<file path="src/rtl/fetch_seq.sv">
// rtl/fetch_seq.sv - instruction-fetch sequencer driving an edge-sensitive PC increment
//
// Fetches one word per instruction at the current PC and hands it to decode over a
// valid/ready handshake, then pulses pc_incr once so the PC advances by one.
// Runs from start until halt, LAST_ADDR, or a memory timeout.
//
// Ports:
//   clk          clock, rising edge
//   reset        asynchronous active-low reset
//   start        begin fetching (sampled in IDLE only)
//   halt         stop at the next instruction boundary (sampled on acceptance)
//   pc           current program counter value
//   pc_incr      PC increment strobe; PC advances on its 0->1 edge
//   mem_req      memory read request
//   mem_addr     registered read address
//   mem_ack      read data valid
//   mem_data     read data
//   instr_valid  instr holds a fetched word
//   instr        registered fetched word
//   instr_ready  decode stage accepts instr
//   busy         sequencer not idle
//   done         one-cycle pulse on normal completion
//   err          sticky timeout flag
module fetch_seq #(
  parameter int ADDR_W    = 8,
  parameter int DATA_W    = 16,
  parameter int LAST_ADDR = 2**ADDR_W-1,
  parameter int TIMEOUT   = 15
) (
  input  logic              clk,
  input  logic              reset,
  input  logic              start,
  input  logic              halt,
  input  logic [ADDR_W-1:0] pc,
  output logic              pc_incr,
  output logic              mem_req,
  output logic [ADDR_W-1:0] mem_addr,
  input  logic              mem_ack,
  input  logic [DATA_W-1:0] mem_data,
  output logic              instr_valid,
  output logic [DATA_W-1:0] instr,
  input  logic              instr_ready,
  output logic              busy,
  output logic              done,
  output logic              err
);

  typedef enum logic [2:0] {
    S_IDLE,
    S_REQ,
    S_HOLD,
    S_STEP,
    S_GAP,
    S_ERR
  } state_t;

  localparam logic [7:0]        TMO_LAST = 8'(TIMEOUT - 1);
  localparam logic [ADDR_W-1:0] LAST_PC  = ADDR_W'(LAST_ADDR);

  state_t              state_q, state_d;
  logic [7:0]          timer_q, timer_d;
  logic                pc_incr_q, pc_incr_d;
  logic                mem_req_q, mem_req_d;
  logic [ADDR_W-1:0]   mem_addr_q, mem_addr_d;
  logic                instr_valid_q, instr_valid_d;
  logic [DATA_W-1:0]   instr_q, instr_d;
  logic                done_q, done_d;
  logic                err_q, err_d;

  always_ff @(posedge clk or negedge reset) begin
    if (!reset) begin
      state_q       <= S_IDLE;
      timer_q       <= '0;
      pc_incr_q     <= 1'b0;
      mem_req_q     <= 1'b0;
      mem_addr_q    <= '0;
      instr_valid_q <= 1'b0;
      instr_q       <= '0;
      done_q        <= 1'b0;
      err_q         <= 1'b0;
    end else begin
      state_q       <= state_d;
      timer_q       <= timer_d;
      pc_incr_q     <= pc_incr_d;
      mem_req_q     <= mem_req_d;
      mem_addr_q    <= mem_addr_d;
      instr_valid_q <= instr_valid_d;
      instr_q       <= instr_d;
      done_q        <= done_d;
      err_q         <= err_d;
    end
  end

  always_comb begin
    state_d       = state_q;
    timer_d       = timer_q;
    pc_incr_d     = 1'b0;
    mem_req_d     = mem_req_q;
    mem_addr_d    = mem_addr_q;
    instr_valid_d = instr_valid_q;
    instr_d       = instr_q;
    done_d        = 1'b0;
    err_d         = err_q;

    case (state_q)
      S_IDLE: begin
        if (start) begin
          mem_addr_d = pc;
          mem_req_d  = 1'b1;
          err_d      = 1'b0;
          timer_d    = '0;
          state_d    = S_REQ;
        end
      end

      S_REQ: begin
        // Ack is checked first so a same-cycle ack beats the timeout.
        if (mem_ack) begin
          instr_d       = mem_data;
          instr_valid_d = 1'b1;
          mem_req_d     = 1'b0;
          state_d       = S_HOLD;
        end else if (timer_q == TMO_LAST) begin
          mem_req_d = 1'b0;
          err_d     = 1'b1;
          state_d   = S_ERR;
        end else begin
          timer_d = timer_q + 8'd1;
        end
      end

      S_HOLD: begin
        if (instr_ready) begin
          instr_valid_d = 1'b0;
          if (halt || (pc == LAST_PC)) begin
            done_d  = 1'b1;
            state_d = S_IDLE;
          end else begin
            // Registered strobe: high exactly while in STEP.
            pc_incr_d = 1'b1;
            state_d   = S_STEP;
          end
        end
      end

      S_STEP: begin
        state_d = S_GAP;
      end

      S_GAP: begin
        // pc has been stepped by now, so latch the new address.
        mem_addr_d = pc;
        mem_req_d  = 1'b1;
        timer_d    = '0;
        state_d    = S_REQ;
      end

      S_ERR: begin
        state_d = S_ERR;
      end

      default: begin
        state_d = S_IDLE;
      end
    endcase
  end

  assign pc_incr     = pc_incr_q;
  assign mem_req     = mem_req_q;
  assign mem_addr    = mem_addr_q;
  assign instr_valid = instr_valid_q;
  assign instr       = instr_q;
  assign done        = done_q;
  assign err         = err_q;
  assign busy        = (state_q != S_IDLE);

endmodule

</file>
<file path="config.mk">
export PLATFORM = sky130hd
export DESIGN_NAME = fetch_seq
export DESIGN_NICKNAME = d
export VERILOG_FILES = /design/src/rtl/fetch_seq.sv
export SDC_FILE = /design/constraint.sdc
export NUM_CORES = 1
export LEC_CHECK = 0
export BUFFER_PORTS_ARGS = -buffer_cell sky130_fd_sc_hd__buf_2
export CAP_MARGIN = 20
export CORE_MARGIN = 5
export CORE_UTILIZATION = 45
export DETAILED_ROUTE_END_ITERATION = 8
export GPL_TIMING_DRIVEN = 0
export PLACE_DENSITY_LB_ADDON = 0.2
export SETUP_SLACK_MARGIN = 0.05
export SYNTH_ARGS = -nofsm -noshare
export SYNTH_HDL_FRONTEND = slang
export SYNTH_SLANG_ARGS = --single-unit
</file>
<file path="constraint.sdc">
create_clock -name clk -period 1.7 [get_ports clk]
set_input_delay 0.17 -clock clk [delete_from_list [all_inputs] [get_ports clk]]
set_output_delay 0.17 -clock clk [all_outputs]
set_load 0.1 [all_outputs]
</file>
==> results of run 1 <==
flip-flops by register name, indices dropped and copies added (netlist names):
name         flops
state_q          3
timer_q          8
instr_valid      1
mem_req          1
mem_addr         8
instr           16
done             1
pc_incr          1
err              1
layout by cell type (no fill, tap or decap), types with 2 or more instances in the layout:
cell type,count
and3_1,2
and2_1,2
o21ai_1,2
clkbuf_8,6
mux2_2,24
buf_2,59
nand3_1,4
nand4_1,5
clkinv_2,2
o21ai_2,2
nor2_1,7
buf_6,5
dfrtp_1,40
inv_1,5
o31ai_1,2
o21ai_0,2
buf_4,10
a21boi_1,2
a21oi_1,6
nand2_1,13
or2_2,2
worst max-delay path, stage by stage (launching register included):
cell and delay (ns):
dfrtp_1 0.40, inv_2 0.08, ha_4 0.12, or3b_4 0.40, o41a_4 0.42, nand4_1 0.14, mux2i_1 0.18
what timing repair did:
action                                  in CTS  in global routing
endpoints found under the setup margin      24                 24
setup buffers                                2                  8
pin swaps                                    6                  6
gates cloned                                 0                  1
resized for setup                           16                 16
kinds of logic (layout without fill, tap and decap cells):
family | after synthesis | after routing | share of synthesized area (%)
buf+inv | 12 | 90 | 3.33
fa+ha+maj | 2 | 2 | 1.39
compound gates | 24 | 24 | 9.98
mux | 25 | 25 | 15.5
flops | 40 | 40 | 55.4
simple gates | 47 | 47 | 14.3
metrics by stage:
step	setup TNS [ns]	hold slack, ns
3_3_place_gp	-1.98	0.322
6_report	-0.463	-0.00413
5_1_grt	-1.73	0.0858
4_1_cts	-0.352	0.0302
3_5_place_dp	-2.39	0.341
2_1_floorplan	-0.0178	-0.126
worst min path at each step:
stage	to	from	slack (ns)
2_1_floorplan	done$_DFF_PN0_	reset	-0.13
3_3_place_gp	instr[10]$_DFFE_PN0P_	reset	0.32
3_5_place_dp	instr[11]$_DFFE_PN0P_	reset	0.34
4_1_cts	instr[0]$_DFFE_PN0P_	reset	0.03
5_1_grt	instr_valid$_DFFE_PN0P_	reset	0.09
6_report	instr[11]$_DFFE_PN0P_	reset	-0.004
metal layers:
layer  routed length, um  share of wire, %  up-vias  global-route usage [%]
li1                    -                 -      688                       -
met1                1600                40      668                    18.8
met2                1870                47       59                    25.8
met3                 419                11        7                    4.51
met4                  74               1.9        0                    4.83
met5                   0                 0        -                       0
area by class of cell:
| class | count | share of cell area, % |
|---|---|---|
| repair buffers | 70 | 16.0 |
| multi-input cells | 98 | 33.8 |
| inverters | 6 | 0.913 |
| plain buffers | 6 | 2.43 |
| well taps | 50 | 2.54 |
| clock inverters | 2 | 0.406 |
| clock buffers | 6 | 3.35 |
| flip-flops and latches | 40 | 40.6 |
==> flow_metrics.tcl, run 1 <==
set metrics [dict create \
    outcome "complete, but fails checks" \
    violations "hold timing, setup timing" \
    grt_pass1_wl_mm 6.39 \
    max_freq_mhz 553 \
    fillers 326 \
    hold_buffers 0 \
    hold_violations 8 \
    synth_nets 182 \
    synth_area_leader_cell "dfrtp_1" \
    syn_to_final_growth_pct 36.7 \
    syn-mean-instance-area_sq_um 12.0 \
    regToRegSetupSlack_ns -0.11 \
    detailed_place_hpwl_mm 2.82 \
    core_region_area_sq_um 3940 \
    drive_above_1_share_pct 56.6 \
    synthArstFlopShare_pct 100 \
    dieArea_sq_um 5380 \
    cp_max_fo 7 \
    fin_cells 278 \
    htree_levels 2 \
    cp.arrival_ns 2.02 \
    ff2ff_path_depth 6 \
    hold_path_class "in2async" \
    worst_slew_pin_slew_ns 0.867 \
    crit_type "reg2reg" \
    vias 1422 \
    cap_violations 0 \
    drt_iter0_drc 47 \
    fin_nets 259 \
    timing.rr.end "timer_q[6]$_DFFE_PN0P_" \
    synth_seq_cells 40 \
    grt_pass1_vias 1414 \
    synth_top_area_share_pct 55.4 \
    synth_warnings 0 \
    die_width_um 73.3 \
    fin_util_pct 62.6 \
    routedWlPerCell_um 14.3 \
    grt_max_degree 41 \
    post-place-cells 259 \
    final_cell_area_sq_um 2470 \
    cp-end-kind "flop" \
    multi_input_area_sq_um 835 \
    relSlewSlack_pct 42.2 \
    register_area_sq_um 1000 \
    clk_transition_reported_paths_ns 0.07 \
    die_y_um 73.3 \
    r2r-start "timer_q[0]$_DFFE_PN0P_" \
    finalClockSkew_ns 0.00538 \
    num_rows 23 \
    start_util_pct 45.8 \
    synth.area.top_cells "dfrtp_1 55%, mux2_2 15%, nand2_1 2.9%" \
    post-place-ws_ns -0.182 \
    finalMaxSlewViolations 0 \
    final.min_clock_period_ns 1.81 \
    grt.total_usage_pct 15.3 \
    first_pass_iters 4 \
    insertion_delay_ns 0.29 \
    worstPathRequired_ns 1.92 \
    ys_seq_area_share_pct 55.4 \
    synth_ff_type "dfrtp_1" \
    port_buffers 59 \
    rsz0062_at_grt "true" \
    cts_root_buf "clkbuf_8" \
    yosysMostFrequentCell "dfrtp_1" \
    diodes 0 \
    wl_mm 3.96 \
    critical_path.endpoint "timer_q[6]$_DFFE_PN0P_" \
    tritoncts "done" \
    startpoint "timer_q[0]$_DFFE_PN0P_" \
    hold_slack_ns -0.00413 \
    drtAntennaViolNets 0 \
    setup_ws_ns -0.107 \
    ios 60 \
    synth_edf_count 0 \
    fin_crit_sh_pct 106 \
    cts_sinks 40 \
    yosys-top-cells-count "40 x dfrtp_1, 24 x mux2_2, 14 x nand2_1, 8 x nor2_1" \
    viasPerCell 5.12 \
    clockBufferDepth 2 \
    setup_viol 10 \
    start_kind "flop" \
    globalplace.congestion 0.832 \
    grt.overflow.total 0 \
    numCtsBuffers 5 \
    drcViolationCount 0 \
    syn_area_sq_um 1810 \
    synthCells 150 \
    yosysUniqueCellTypes 34 \
    dpl-instance-area_sq_um 2180 \
    antenna_found_initial 0 \
]
Power of run 1 is left out: the tool's default activity adds up to more than one toggle a clock period on the data nets, which glitch-free logic cannot reach.
==> run 2: changes to the inputs <==
BUFFER_PORTS_ARGS = not set   (was -buffer_cell sky130_fd_sc_hd__buf_2)
CORE_UTILIZATION = 50   (was 45)
DONT_BUFFER_PORTS = 1   (was not set)
==> flow_metrics.tcl, run 2 (same netlist as run 1, synthesis figures left out) <==
set metrics [dict create \
    cts_sinks 40 \
    cap_violations 0 \
    max_stage_delay_ns 0.41 \
    worstPathRequired_ns 1.98 \
    drt_iter0_drc 51 \
    ios 60 \
    drcViolationCount 0 \
    vias 1365 \
    outcome "complete, but fails checks" \
    grt.overflow.total 0 \
    cp-end-kind "flop" \
    first_pass_iters 4 \
    finalClockSkew_ns 0.0124 \
    cts_root_buf "clkbuf_4" \
    setup_viol 6 \
    finalMaxSlewViolations 0 \
    regToRegSetupSlack_ns -0.09 \
    clockBufferDepth 2 \
    core_region_area_sq_um 3420 \
    final_cell_mix "40 x dfrtp_1, 28 x dlygate4sd3_1, 20 x mux2_2, 13 x nand2_1, 10 x buf_4" \
    routedWlPerCell_um 17.7 \
    hold_slack_ns 0.0387 \
    cp_slowest_cell "dfrtp_1" \
    viasPerCell 5.53 \
    worstPathCellList "buf_6 > nor4b_4 > o41ai_4 > buf_6 > or4_4 > a21boi_2" \
    fin_setup_tns_ns -0.324 \
    use_met1_pct 19.4 \
    grt.total_usage_pct 17.0 \
    hold_path_class "in2reg" \
    wl_mm 4.38 \
    num_rows 21 \
    die_width_um 70.1 \
    start_util_pct 52.9 \
    globalplace.congestion 0.730 \
    numCtsBuffers 5 \
    hold_violations 0 \
    cp_max_fo 10 \
    syn_to_final_growth_pct 40.1 \
    antenna_found_initial 0 \
    drive_above_1_share_pct 37.3 \
    top_usage_layer "met2" \
    dieArea_sq_um 4910 \
    fin_nets 232 \
    die_y_um 70.1 \
    largest_register_ffs 16 \
    fin_cells 247 \
    htree_levels 2 \
    tritoncts "done" \
    setup_ws_ns -0.0885 \
    start_kind "flop" \
    worst_slew_pin_slew_ns 0.948 \
    max_freq_mhz 559 \
    relSlewSlack_pct 36.8 \
    fin_crit_sh_pct 105 \
    port_buffers 0 \
    post-place-cells 196 \
    rsz0062_at_grt "true" \
    grt_pass1_wl_mm 6.56 \
    drtAntennaViolNets 0 \
    layout_commonest_cell "dfrtp_1" \
    insertion_delay_ns 0.35 \
    grt_max_degree 41 \
    cp.arrival_ns 2.07 \
    grtUsageMet3_pct 6.74 \
    detailed_place_hpwl_mm 2.62 \
    clk_transition_reported_paths_ns 0.12 \
    final.min_clock_period_ns 1.79 \
    crit_top_cell "buf_6" \
    grt_use_met2_pct 28.6 \
    violations "setup timing" \
    crit_type "reg2reg" \
    diodes 0 \
    grt_pass1_vias 1330 \
]
[run 2: layout make-up]
type / count / area [sq um]
Clock buffer: 7 / 55.1
Inverter: 6 / 22.5
Multi-Input combinational cell: 98 / 878
Tap cell: 46 / 57.6
Buffer: 6 / 65.1
Fill cell: 229 / 886
Timing Repair Buffer: 43 / 443
Sequential cell: 40 / 1000
Clock inverter: 1 / 7.51
[run 2: stage by stage]
stage / area [sq um] / utilization, % / setup slack [ns]
floorplan: 1820 / - / -0.0120
global placement: 1880 / 55.0 / -0.134
detailed placement: 1880 / 55.0 / -0.178
CTS: 2300 / 67.2 / -0.0905
global route: 2530 / 74.1 / -0.184
finish: 2530 / 74.1 / -0.0885
[run 2: path summary, 6_finish.rpt]
path,start,end,cells after the start
max,state_q[1]$_DFFE_PN0P_,timer_q[4]$_DFFE_PN0P_,6
min,mem_ack,state_q[0]$_DFFE_PN0P_,2
max reg2reg,state_q[1]$_DFFE_PN0P_,timer_q[4]$_DFFE_PN0P_,6
min reg2reg,timer_q[6]$_DFFE_PN0P_,timer_q[6]$_DFFE_PN0P_,1
max in group asynchronous,reset,pc_incr$_DFF_PN0_,2
min in group asynchronous,reset,timer_q[7]$_DFFE_PN0P_,2
[run 2: critical path, delay by kind of cell (launching register included)]
| family | cells | cell delay, ns |
|---|---|---|
| AO/OA/AOI/OAI | 2 | 0.29 |
| buffers and inverters | 2 | 0.30 |
| flip-flops | 1 | 0.41 |
| AND/OR/NAND/NOR | 2 | 0.72 |
[run 2: timing repair]
| action | in CTS | in global routing |
|---|---|---|
| setup endpoints to repair | 24 | 23 |
| endpoints found under the hold margin | 68 | 0 |
| hold buffers | 29 | 0 |
| pin swaps | 3 | 11 |
| resized for setup | 11 | 30 |
| gates cloned | 0 | 2 |
| buffers inserted | 3 | 9 |
[run 2: per-layer routing]
layer	up-vias	part of all wire (%)
met5	-	0
met1	681	39
met4	0	1.3
li1	642	-
met2	38	53
met3	4	6.8
Power of run 2 is left out for the same reason.
